## src/rtl/mtrap_unit.sv

```systemverilog
// Machine-mode trap unit. It holds the machine trap CSRs (mstatus MIE/MPIE/MPP, mtvec, mepc,
// mcause, mtval), commits trap entry and mret return, and issues one redirect PC per event to
// the frontend over a valid/ready handshake. It also serves software CSR accesses to these
// registers.
// Optional feature macro: MTVEC_VECTORED_EN. When it is defined, mtvec bit0 selects vectored
// mode, and interrupts jump to base + 4*cause[5:0].
module mtrap_unit #(
    parameter logic [63:0] RESET_MTVEC = 64'h0000_0000_8000_0000,
    parameter int unsigned XLEN        = 64
) (
    input  logic            CLK,
    input  logic            RST,
    input  logic            trap_valid,
    output logic            trap_ready,
    input  logic [XLEN-1:0] trap_epc,
    input  logic [XLEN-1:0] trap_cause,
    input  logic [XLEN-1:0] trap_tval,
    input  logic            mret_valid,
    output logic            mret_ready,
    input  logic            csr_wen,
    input  logic [11:0]     csr_addr,
    input  logic [XLEN-1:0] csr_wdata,
    output logic [XLEN-1:0] csr_rdata,
    output logic [XLEN-1:0] mstatus_out,
    output logic            redirect_valid,
    input  logic            redirect_ready,
    output logic [XLEN-1:0] redirect_pc,
    output logic            busy
);

    localparam logic [11:0] AddrMstatus = 12'h300;
    localparam logic [11:0] AddrMtvec   = 12'h305;
    localparam logic [11:0] AddrMepc    = 12'h341;
    localparam logic [11:0] AddrMcause  = 12'h342;
    localparam logic [11:0] AddrMtval   = 12'h343;

    localparam logic [XLEN-1:0] MtvecReset = {RESET_MTVEC[XLEN-1:2], 2'b00};

    typedef enum logic [0:0] {StIdle, StRedirect} state_e;

    state_e          state_q, state_d;
    logic            mie_q, mie_d;
    logic            mpie_q, mpie_d;
    logic [XLEN-1:0] mtvec_q, mtvec_d;
    logic [XLEN-1:0] mepc_q, mepc_d;
    logic [XLEN-1:0] mcause_q, mcause_d;
    logic [XLEN-1:0] mtval_q, mtval_d;
    logic [XLEN-1:0] redirect_pc_q, redirect_pc_d;

    logic [XLEN-1:0] mstatus_view;
    logic [XLEN-1:0] mtvec_base;
    logic [XLEN-1:0] trap_target;
    logic [XLEN-1:0] mtvec_wval;

    // MPP is hardwired to M-mode (2'b11). Only MIE and MPIE are live state.
    always_comb begin
        mstatus_view     = '0;
        mstatus_view[12] = 1'b1;
        mstatus_view[11] = 1'b1;
        mstatus_view[7]  = mpie_q;
        mstatus_view[3]  = mie_q;
    end

    // Trap target and mtvec WARL write value (mode bit only writable in vectored builds).
    always_comb begin
        mtvec_base  = {mtvec_q[XLEN-1:2], 2'b00};
        trap_target = mtvec_base;
`ifdef MTVEC_VECTORED_EN
        mtvec_wval  = {csr_wdata[XLEN-1:2], 1'b0, csr_wdata[0]};
        if (mtvec_q[0] && trap_cause[XLEN-1]) begin
            trap_target = mtvec_base + XLEN'({trap_cause[5:0], 2'b00});
        end
`else
        mtvec_wval  = {csr_wdata[XLEN-1:2], 2'b00};
`endif
    end

    // Combinational CSR read mux. Unmapped addresses read zero.
    always_comb begin
        csr_rdata = '0;
        unique case (csr_addr)
            AddrMstatus: csr_rdata = mstatus_view;
            AddrMtvec:   csr_rdata = mtvec_q;
            AddrMepc:    csr_rdata = mepc_q;
            AddrMcause:  csr_rdata = mcause_q;
            AddrMtval:   csr_rdata = mtval_q;
            default:     csr_rdata = '0;
        endcase
    end

    // Next state: software writes are applied first, so trap/mret updates override them.
    always_comb begin
        state_d       = state_q;
        mie_d         = mie_q;
        mpie_d        = mpie_q;
        mtvec_d       = mtvec_q;
        mepc_d        = mepc_q;
        mcause_d      = mcause_q;
        mtval_d       = mtval_q;
        redirect_pc_d = redirect_pc_q;

        if (csr_wen) begin
            unique case (csr_addr)
                AddrMstatus: begin
                    mie_d  = csr_wdata[3];
                    mpie_d = csr_wdata[7];
                end
                AddrMtvec:  mtvec_d  = mtvec_wval;
                AddrMepc:   mepc_d   = {csr_wdata[XLEN-1:1], 1'b0};
                AddrMcause: mcause_d = csr_wdata;
                AddrMtval:  mtval_d  = csr_wdata;
                default: ;
            endcase
        end

        unique case (state_q)
            StIdle: begin
                if (trap_valid) begin
                    // A trap takes priority. A concurrent mret is dropped.
                    mepc_d        = {trap_epc[XLEN-1:1], 1'b0};
                    mcause_d      = trap_cause;
                    mtval_d       = trap_tval;
                    mpie_d        = mie_q;
                    mie_d         = 1'b0;
                    redirect_pc_d = trap_target;
                    state_d       = StRedirect;
                end else if (mret_valid) begin
                    mie_d         = mpie_q;
                    mpie_d        = 1'b1;
                    redirect_pc_d = mepc_q;
                    state_d       = StRedirect;
                end
            end
            StRedirect: begin
                if (redirect_ready) begin
                    state_d = StIdle;
                end
            end
            default: state_d = StIdle;
        endcase
    end

    // State and CSR registers with asynchronous reset.
    always_ff @(posedge CLK or posedge RST) begin
        if (RST) begin
            state_q       <= StIdle;
            mie_q         <= 1'b0;
            mpie_q        <= 1'b0;
            mtvec_q       <= MtvecReset;
            mepc_q        <= '0;
            mcause_q      <= '0;
            mtval_q       <= '0;
            redirect_pc_q <= '0;
        end else begin
            state_q       <= state_d;
            mie_q         <= mie_d;
            mpie_q        <= mpie_d;
            mtvec_q       <= mtvec_d;
            mepc_q        <= mepc_d;
            mcause_q      <= mcause_d;
            mtval_q       <= mtval_d;
            redirect_pc_q <= redirect_pc_d;
        end
    end

    assign trap_ready     = (state_q == StIdle);
    assign mret_ready     = (state_q == StIdle);
    assign busy           = (state_q != StIdle);
    assign redirect_valid = (state_q == StRedirect);
    assign redirect_pc    = redirect_pc_q;
    assign mstatus_out    = mstatus_view;

endmodule

```

## config.mk

```make
export PLATFORM = sky130hd
export DESIGN_NAME = mtrap_unit
export DESIGN_NICKNAME = d
export VERILOG_FILES = /design/src/rtl/mtrap_unit.sv
export SDC_FILE = /design/constraint.sdc
export NUM_CORES = 1
export LEC_CHECK = 0
export ABC_AREA = 1
export CORE_MARGIN = 10
export CORE_UTILIZATION = 46
export CTS_CLUSTER_SIZE = 30
export DETAILED_ROUTE_END_ITERATION = 7
export GPL_TIMING_DRIVEN = 0
export PLACE_DENSITY = 0.78
export SLEW_MARGIN = 20
export SYNTH_ARGS = -nofsm -noshare
export SYNTH_HDL_FRONTEND = slang
export SYNTH_SLANG_ARGS = --single-unit
```

## constraint.sdc

```tcl
create_clock -name CLK -period 10.04 [get_ports CLK]
set_input_delay 2.008 -clock CLK [delete_from_list [all_inputs] [get_ports CLK]]
set_output_delay 2.008 -clock CLK [all_outputs]
set_load 0.1 [all_outputs]
```

# [Yosys cells after proc, flatten, opt, wreduce, memory -nomap -nowiden]
# Index checks and enable logic that the tools add are counted.
# W data, S select, Z words.
[classes] eq_ne=5 mux=29 n_bitwise=1 n_reduce_logical=3
[ops] cell="$mux W64" count=14
[ops] cell="$pmux W64 S5" count=1
[ops] cell="$eq A12 B10 Y1 const B" count=5
[ops] cell="$mux W1" count=13
[ops] cell="$reduce_and A2 Y1" count=2
[ops] cell="$pmux W1 S2" count=1
[ops] cell="$reduce_bool A2 Y1" count=1
[ops] cell="$not A1 Y1" count=1
[word_totals] ff_bits=321 in_bits=274 output_inout_bits=196 word_cells=46

# [Depth between registers and ports, before layout]
[depth] ltp_word=6 mapped_depth=12 mapped_depth_nobuf=10

# [Least setup slack after synthesis]
# No wires, ideal clock.
[synth_timing] path_kind="input to output" from="input csr_addr[11]" to="output csr_rdata[0]" arrival_ns=3.954 required_time_ns=8.032 slack_ns=4.078 stages=5 path_buffers=0 path_cell_list="nor2_1 nand2_1 nor2_2 nand2_1 o211ai_1"
[synth_between] elab_chain_len=2
[synth_lines] element="start: declaration" line="21" rtl="input logic [11:0] csr_addr,"
[synth_lines] element="$eq A12 B10 Y1" line="81" rtl="unique case (csr_addr)"
[synth_lines] element="$pmux W64 S5 (*)" line="81"
[synth_lines] element="end: declaration" line="23" rtl="output logic [XLEN-1:0] csr_rdata,"
# Mark *: on every way between the ends. The rest lies on a longest branch, timed or not.

# [Final worst setup path]
[layout_timing] from="input csr_addr[8]" to="output csr_rdata[0]"
# The elaborated chain is that of the path after synthesis.

==> flow_summary.toml <==
[sta]
max_freq_mhz = 134.7
setup-tns-final_ns = 0
relSlewSlack = 0.2398
holdWs_ns = 0.4868
drv_slew = 0
fin_crit_ns = 7.425
worst_pin_slew_ns = 1.137
fin_skew_ns = 0.01348
post-route-period-util = 0.7396
rsz0062_at_grt = "false"
hold_viol_final = 0
finalSetupViolCount = 0

[place]
gp_congestion = 0.9449
place_hpwl_mm = 59.59
portBuffers = 404
dpl_cell_area_mm2 = 0.02423

[setup_path]
r2r_setup_slack_ns = 7.81
cp_slowest_stage_delay_ns = 1.23
path_depth = 11
worst-setup-path-type = "input pin to primary output"
cpLargestDelayFamily = "buffers and inverters"
crit_buf_inv = 5
crit_required_ns = 8.03
cp-start-kind = "input pin"
critPathCapture = "csr_rdata[0]"
cp_max_fo = 10
critPathLaunch = "csr_addr[8]"
rr_worst_depth = 8
path_cells = "clkdlybuf4s50_1 -> nand2_1 -> inv_1 -> nand2_1 -> nor2_2 -> nand2_1 -> inv_2 -> buf_2 -> nand2_1 -> o211ai_1 -> clkdlybuf4s50_1"
end_kind = "primary output"
r2r-start = "busy$_DFF_PP0_"
crit_path_top_delay_cell = "clkdlybuf4s50_1"
arrival_ns = 5.42
worst_path_most_repeated_cell = "nand2_1"
reg2reg_to = "redirect_pc[6]$_DFFE_PP0P_"

[global_routing]
track_usage = 0.3095
overflow = 0
grt_pass1_vias = 20810
antenna_found_initial = 5
grt_max_degree = 34
grt_pass1_wl_mm = 121.5

[clocking]
clk_latency_ns = 0.54
cts_setup_buffers = 0
clock_sinks = 321
cts.clk_slew.worst_paths_ns = 0.06
tritoncts = "done"
cts_hold_buf = 0
cts_buffers = 38
cts_resized = 0
cts_htree_levels = 2
clk_path_buf_depth = 3
cts-root-buf = "clkbuf_16"

[routing]
wl_per_cell_um = 20.84
first_pass_iters = 8
drcViolationCount = 0
drtAntennaViolNets = 0
finalWirelength_mm = 80.75
drt_iter0_drc = 2367
via_count = 20910
viasPerCell = 5.397

[floorplanning]
rows = 74
dieArea_mm2 = 0.04999
die_x_um = 223.6
dieHeight_um = 223.6
core_area_mm2 = 0.04092
io_pins = 470
initial_core_util = 0.4658

[yosys]
ys.flop_type = "dfrtp_1"
synth.most_common_cell = "nand2_1"
yosys_warnings = 0
ys_seq_area_frac = 0.4214
synth_area_leaders = "dfrtp_1 (42%), nand2_1 (24%), inv_1 (7.7%)"
synth.distinct_cells = 26
synth-edff-count = 0
synthesis.area_mm2 = 0.01906
yosysTopAreaCellShare = 0.4200
ys_ff_latch = 321
synthArstFlopShare = 1.000
synth_common_cells = "nand2_1 (1201), inv_1 (390), dfrtp_1 (320), nand3_1 (202), nand4_1 (193)"
synth_area_per_cell_um2 = 6.828
synth_top_cell_by_area = "dfrtp_1"
syn_inst = 2792

[hold_path]
hold_class = "flop to flop"

[layout]
drive_gt1_frac = 0.08331
synthToLayoutAreaGrowth_pct = 33.67
final_util = 0.6227
fin_area_mm2 = 0.02548
finalNetCount = 3581

[status]
status = "completed"

[job]
maxCapViolCount = 0

[power]
ir_drop_mv = 0.1580
powerDensity_mw_per_mm2 = 238.1
p_leak_uw = 0.01340
how the worst min path moves through the flow:
| stage | startpoint | endpoint | slack, ns | cells after the start |
|---|---|---|---|---|
| 2_1_floorplan | mtvec_q[31]$_DFFE_PP1P_ | mtvec_q[31]$_DFFE_PP1P_ | 0.46 | 2 |
| 3_3_place_gp | mtvec_q[31]$_DFFE_PP1P_ | mtvec_q[31]$_DFFE_PP1P_ | 0.47 | 2 |
| 3_5_place_dp | mtvec_q[31]$_DFFE_PP1P_ | mtvec_q[31]$_DFFE_PP1P_ | 0.48 | 2 |
| 4_1_cts | mtvec_q[31]$_DFFE_PP1P_ | mtvec_q[31]$_DFFE_PP1P_ | 0.49 | 2 |
| 5_1_grt | mtvec_q[31]$_DFFE_PP1P_ | mtvec_q[31]$_DFFE_PP1P_ | 0.50 | 2 |
| 6_report | mtvec_q[31]$_DFFE_PP1P_ | mtvec_q[31]$_DFFE_PP1P_ | 0.49 | 2 |
tightest hold or removal path, stage by stage, from the launching register on:
cell	delay (ns)
dfstp_2	0.37
nand2_1	0.05
o21ai_1	0.06
layer usage:
| metal | part of all wire | vias up | track usage |
|---|---|---|---|
| li1 | - | 9578 | - |
| met1 | 0.37 | 9810 | 0.3760 |
| met2 | 0.47 | 1277 | 0.5130 |
| met3 | 0.11 | 244 | 0.07527 |
| met4 | 0.046 | 0 | 0.1373 |
| met5 | 0 | - | 0 |
logic make-up after synthesis:
family          Yosys count  share of synthesized area
compound gates          134                    0.03990
buf+inv                 653                     0.1641
flops                   321                     0.4214
other cells               2                  0.0003939
simple gates           1682                     0.3742
final cells by class:
cell class              count  area, µm²
diodes                      5      12.51
plain buffers             254       1628
clock buffers              58       1150
clock inverters            12      88.84
multi-input cells        1878       8128
repair buffers            415       4274
inverters                 399       1504
fillers                  3697      15440
well taps                 532      665.6
flip-flops and latches    321       8034
registers in the layout, indices dropped and copies added, names as in the netlist:
| signal | flops |
|---|---|
| mepc_q | 64 |
| mtval_q | 64 |
| redirect_pc | 64 |
| mtvec_q | 62 |
| mie_q | 1 |
| mpie_q | 1 |
| busy | 1 |
| mcause_q | 64 |
where the power goes:
part	total [µW]	internal (µW)	leakage, µW	switching [µW]
Sequential	2030	1730	0.00404	298
Combinational	2640	699	0.00874	1940
Clock	1390	817	0.000619	578
Total	6070	3250	0.0134	2820
placed cells by master (no fill, tap or decap), types with 5 or more instances in the layout:
cell	n
clkbuf_8	6
nand4_1	193
nand3_1	202
buf_12	9
nand2_1	1201
inv_2	8
clkinv_2	10
clkbuf_1	67
dfrtp_1	320
o21ai_0	10
clkdlybuf4s50_1	403
nor2_2	5
inv_1	389
nor2_1	71
conb_1	62
o21ai_1	58
clkbuf_16	41
buf_6	43
buf_1	18
a31oi_1	62
buf_2	69
diode_2	5
buf_4	68
per-stage QoR:
step / instances / setup WS (ns) / power, µW
finish: 3874 / 2.615 / 6068
global route: 3872 / 2.546 / 6335
CTS: 3869 / 2.667 / 6038
detailed placement: 3799 / 2.667 / 4648
global placement: 3788 / 1.290 / 4585
floorplan: 2852 / 3.752 / 3868
No activity file was read; power rests on OpenSTA's default activity.
